$ cat src/rtl/pooled_column_serializer.sv
// Buffers pooled feature-map columns and streams their elements channel-major with coordinates.
// Optional macro SERIALIZER_NEG_ZERO_FLUSH_EN: present fp16 -0 (sign bit only) as +0.
module pooled_column_serializer #(
  parameter int unsigned DATA_WIDTH   = 16,
  parameter int unsigned NUM_CHANNELS = 8,
  parameter int unsigned COL_SIZE     = 5,
  parameter int unsigned NUM_COLS     = 5,
  parameter int unsigned FIFO_DEPTH   = 4,
  localparam int unsigned CH_W  = (NUM_CHANNELS > 1) ? $clog2(NUM_CHANNELS) : 1,
  localparam int unsigned ROW_W = (COL_SIZE > 1) ? $clog2(COL_SIZE) : 1,
  localparam int unsigned COL_W = (NUM_COLS > 1) ? $clog2(NUM_COLS) : 1
) (
  input  logic                                                clk,
  input  logic                                                rst,
  input  logic                                                col_valid_in,
  input  logic [NUM_CHANNELS-1:0][COL_SIZE-1:0][DATA_WIDTH-1:0] col_data_in,
  output logic                                                out_valid,
  input  logic                                                out_ready,
  output logic [DATA_WIDTH-1:0]                               out_data,
  output logic [CH_W-1:0]                                     out_channel,
  output logic [ROW_W-1:0]                                    out_row,
  output logic [COL_W-1:0]                                    out_col,
  output logic                                                out_last,
  output logic                                                overflow
);

  localparam int unsigned PTR_W = (FIFO_DEPTH > 1) ? $clog2(FIFO_DEPTH) : 1;
  localparam int unsigned CNT_W = $clog2(FIFO_DEPTH + 1);

  localparam logic [0:0] S_IDLE   = 1'b0;
  localparam logic [0:0] S_STREAM = 1'b1;

  typedef logic [NUM_CHANNELS-1:0][COL_SIZE-1:0][DATA_WIDTH-1:0] col_t;

  col_t             mem [FIFO_DEPTH];
  logic [0:0]       state;
  logic [0:0]       state_nxt;
  logic [PTR_W-1:0] wr_ptr;
  logic [PTR_W-1:0] rd_ptr;
  logic [CNT_W-1:0] count;
  logic [DATA_WIDTH-1:0] raw_data;
  logic full_c;
  logic hs_c;
  logic last_elem_c;
  logic pop_c;
  logic push_c;
  logic drop_c;

  // A full FIFO still accepts a column when the head column leaves on the same edge.
  assign full_c      = (count == CNT_W'(FIFO_DEPTH));
  assign out_valid   = (state == S_STREAM);
  assign hs_c        = out_valid & out_ready;
  assign last_elem_c = (out_channel == CH_W'(NUM_CHANNELS - 1)) &&
                       (out_row == ROW_W'(COL_SIZE - 1));
  assign pop_c       = hs_c & last_elem_c;
  assign push_c      = col_valid_in & (~full_c | pop_c);
  assign drop_c      = col_valid_in & full_c & ~pop_c;

  always_ff @(posedge clk or posedge rst) begin
    if (rst) state <= S_IDLE;
    else     state <= state_nxt;
  end

  always_comb begin
    state_nxt = state;
    case (state)
      S_IDLE:   if (push_c) state_nxt = S_STREAM;
      S_STREAM: if (pop_c && (count == CNT_W'(1)) && !push_c) state_nxt = S_IDLE;
      default:  state_nxt = S_IDLE;
    endcase
  end

  always_ff @(posedge clk or posedge rst) begin
    if (rst) begin
      wr_ptr   <= '0;
      rd_ptr   <= '0;
      count    <= '0;
      overflow <= 1'b0;
    end else begin
      if (push_c) wr_ptr <= wr_ptr + PTR_W'(1);
      if (pop_c)  rd_ptr <= rd_ptr + PTR_W'(1);
      case ({push_c, pop_c})
        2'b10:   count <= count + CNT_W'(1);
        2'b01:   count <= count - CNT_W'(1);
        default: count <= count;
      endcase
      if (drop_c) overflow <= 1'b1;
    end
  end

  // Element index walks rows within a channel, then channels; out_col counts popped columns.
  always_ff @(posedge clk or posedge rst) begin
    if (rst) begin
      out_channel <= '0;
      out_row     <= '0;
      out_col     <= '0;
    end else if (hs_c) begin
      if (last_elem_c) begin
        out_channel <= '0;
        out_row     <= '0;
        out_col     <= (out_col == COL_W'(NUM_COLS - 1)) ? '0 : out_col + COL_W'(1);
      end else if (out_row == ROW_W'(COL_SIZE - 1)) begin
        out_row     <= '0;
        out_channel <= out_channel + CH_W'(1);
      end else begin
        out_row     <= out_row + ROW_W'(1);
      end
    end
  end

  // Column storage carries no reset; pointers and count define what is live.
  always_ff @(posedge clk) begin
    if (push_c) mem[wr_ptr] <= col_data_in;
  end

  assign raw_data = mem[rd_ptr][out_channel][out_row];

`ifdef SERIALIZER_NEG_ZERO_FLUSH_EN
  assign out_data = (raw_data == {1'b1, {(DATA_WIDTH-1){1'b0}}}) ? '0 : raw_data;
`else
  assign out_data = raw_data;
`endif

  assign out_last = out_valid && last_elem_c && (out_col == COL_W'(NUM_COLS - 1));

endmodule
$ cat config.mk
export PLATFORM = sky130hd
export DESIGN_NAME = pooled_column_serializer
export DESIGN_NICKNAME = d
export VERILOG_FILES = /design/src/rtl/pooled_column_serializer.sv
export SDC_FILE = /design/constraint.sdc
export NUM_CORES = 2
export LEC_CHECK = 0
export ABC_CLOCK_PERIOD_IN_PS = 28300
export CORE_MARGIN = 2
export CORE_UTILIZATION = 40
export CTS_BUF_LIST = sky130_fd_sc_hd__clkbuf_8
export CTS_CLUSTER_SIZE = 14
export DETAILED_ROUTE_END_ITERATION = 6
export PLACE_DENSITY = 0.55
export SLEW_MARGIN = 20
export SYNTH_ARGS = -nofsm -noshare
export SYNTH_HDL_FRONTEND = slang
export SYNTH_SLANG_ARGS = --single-unit
$ cat constraint.sdc
create_clock -name clk -period 28.3 [get_ports clk]
set_input_delay 2.83 -clock clk [delete_from_list [all_inputs] [get_ports clk]]
set_output_delay 2.83 -clock clk [all_outputs]
set_load 0.02 [all_outputs]
==> impl_metrics.csv <==
group,metric,value,unit
drt,vias,48900,
grt,grt_max_degree,151,
floorplanning,coreArea,245000,µm²
power,power_leakage,0.0373,µW
floorplanning,io_pins,672,
drt,routedWlPerCell,31.0,µm
run_status,status,"completed",
clocking,cts_resized,0,
worst_setup_path,reg2reg_slack,21060,ps
grt,grt_usage,21.7,%
layout,area_growth,18.6,%
clocking,clkSinkCount,2578,
worst_hold_path,hold_class,"register to register",
timing,post-route-period-util,35.8,%
clocking,post_cts_buffers,0,
placed_design,dp_hpwl,177000,µm
drt,ant_nets,0,
worst_setup_path,arrival,7300,ps
floorplanning,start_util,40.1,%
clocking,holdBufCountCts,0,
timing,slew_headroom,23.8,%
power,total_power,10400,µW
floorplanning,die-area,250000,µm²
clocking,ctsHtreeMaxLevel,5,
clocking,insertion_delay,1120,ps
worst_setup_path,critPathRequiredTime,25470,ps
grt,grt_overflow,0,
worst_setup_path,critical_path_class,"register to output pin",
clocking,cts_tree,"built",
timing,timing.final.ws_setup,18170,ps
timing,clock_skew,124,ps
synth,synth_cell_types,55,
drt,vias_per_cell,5.51,
timing,tightest_slew,1140,ps
worst_setup_path,path_max_fanout,106,
timing,fin_crit,10130,ps
layout,final_layout_size_suffix_gt1_share,22.2,%
synth,syn-cell-area,98500,µm²
timing,finalHoldViolCount,0,
layout,final_cell_count_no_fill,8878,
power,irDropWorstVdd,0.0778,mV
floorplanning,fp.dieH,500,µm
synth,ys_seq_elements,2578,
power,pwr_density_cell,89.1,nW/µm²
synth,synth_edf_count,2560,
clocking,path_clk_slew,60,ps
grt,grt_pass1_vias,50500,
timing,fmax,98.8,MHz
synth,synth.avg_cell_area,22.9,µm²
drt,drc,0,
worst_setup_path,reg2reg_depth,11,
placed_design,dp_cells,8064,
synth,syn_nets,4966,
grt,antenna_found_initial,172,
worst_hold_path,hold_start,"overflow",
timing,finalSetupViolCount,0,
synth,async_reset_ff_share,0.698,%
layout,regArea,77300,µm²
floorplanning,num_rows,182,
timing,drv_slew,0,
floorplanning,die_w,500,µm
worst_hold_path,min_path_cells,1,
placed_design,dp_worst_setup_slack,19010,ps
drt,first_pass_iters,5,
worst_hold_path,worstHoldEndpoint,"overflow",
clocking,cts_buffer_depth,4,
clocking,cts_made_buffers,444,
placed_design,io_buffer_count,671,
timing,tns,0,ps
synth,syn-instance-count,4308,
worst_setup_path,rr_endpoint,"mem[2][231]",
clocking,cts_root_buf,"clkbuf_8",
drt,drt_iter0_markers,4505,
worst_setup_path,r2r-start,"out_channel[0]",
timing,rsz0062_at_grt,"false",
worst_setup_path,cp-end-kind,"output pin",
layout,fillCellCount,20300,
drt,wl,275000,µm
worst_setup_path,startpoint_type,"register",
synth,synth.yosys.warnings,0,
layout,multi_input_area,19900,µm²
placed_design,gp_congestion,0.766,
grt,grt_pass1_wl,384000,µm
layout,num-nets-final,5949,
synth,synthFlopType,"edfxtp_1",
synth,synth-seq-area-share,78.5,%
job,maxCapViolCount,0,
## synthesized netlist by cell type (18+ instances only)
cell type,n,area [µm²]
edfxtp_1,2560,76900
mux4_2,597,13400
mux2i_1,191,1910
nand2_1,93,349
buf_2,82,410
o22ai_1,76,475
clkbuf_1,74,278
a22oi_1,65,488
a21oi_1,48,240
a211oi_1,39,293
buf_4,36,270
nor2b_1,31,194
a221oi_1,28,245
buf_6,26,293
nor3_1,25,125
o21ai_0,24,120
nor2_1,22,82.6
a31oi_1,21,131
and2_1,19,119
buf_1,19,71.3
a22o_1,18,158
dfrtp_1,18,450
## sequential cells by signal (all words and copies together), names as in the netlist
register	cells
count	3
overflow	1
mem	2560
out_row	3
out_channel	3
out_valid	1
wr_ptr	2
out_col	3
rd_ptr	2
## per-stage QoR
| stage | cell area (µm²) | utilization (%) | hold WS [ps] |
|---|---|---|---|
| final | 117000 | 47.6 | 505 |
| after detailed placement | 109000 | 44.4 | 487 |
| after global placement | 109000 | 44.4 | 464 |
| after CTS | 117000 | 47.5 | 507 |
| after global routing | 117000 | 47.6 | 522 |
| after floorplan | 98500 | - | 476 |
## cell type report
class                   count  area share, %
flip-flops and latches   2578           66.2
well taps                3220           3.45
inverters                  15         0.0493
multi-input cells        1478           17.0
diodes                     39         0.0836
repair buffers            774           6.57
clock buffers             447           5.27
clock inverters           327           1.34
## report_power, final
part | total [µW] | switching (µW) | internal [µW]
combinational | 2220 | 1470 | 756
clock | 2990 | 1460 | 1530
sequential | 5190 | 169 | 5020
## routing by layer
layer / vias up / wire length (µm) / track usage, %
met4: 130 / 6170 / 5.76
met2: 1700 / 133000 / 34.8
li1: 20600 / - / -
met5: - / 811 / 0
met1: 25900 / 113000 / 29.1
met3: 587 / 22500 / 6.20
## layout by cell type, fill, tap and decap left out, drive strengths merged, types with 76 or more instances in the layout
cell and count:
buf 103, clkbuf 447, clkdlybuf4s50 671, clkinv 158
edfxtp 2560, inv 168, mux2i 191, mux4 597
nand2 93, o22ai 76
## worst max-delay path, cell delays in order (launching register included)
cell and delay [ps]:
dfrtp_4 890, buf_12 560, buf_4 680, buf_4 620, buf_4 650, mux4_2 410, mux4_2 530, a21oi_1 520
nand3b_1 390, clkdlybuf4s50_1 660
## worst max path at each step
stage          startpoint     endpoint  slack (ps)  cells after the start
2_1_floorplan   out_ready    mem[0][0]        8970                      4
3_3_place_gp    rd_ptr[1]  out_data[3]       19020                      9
3_5_place_dp    rd_ptr[1]  out_data[3]       19010                      9
4_1_cts         rd_ptr[1]  out_data[3]       17800                      9
5_1_grt         rd_ptr[1]  out_data[3]       17780                      9
6_report        rd_ptr[1]  out_data[3]       18170                      9
## kinds of logic (layout without fill, tap and decap cells)
family | after synthesis | after routing | share of synthesized area [%]
AOI/OAI and AO/OA | 402 | 402 | 2.84
xor gates and xnor gates | 4 | 4 | 0.0356
adders and majority gates | 14 | 14 | 0.178
buffers and inverters | 252 | 1563 | 1.40
DFF | 2578 | 2578 | 78.5
muxes | 800 | 800 | 15.7
other | 0 | 39 | 0
and+or+nand+nor | 258 | 258 | 1.34
Power figures use the tool's default switching activity.
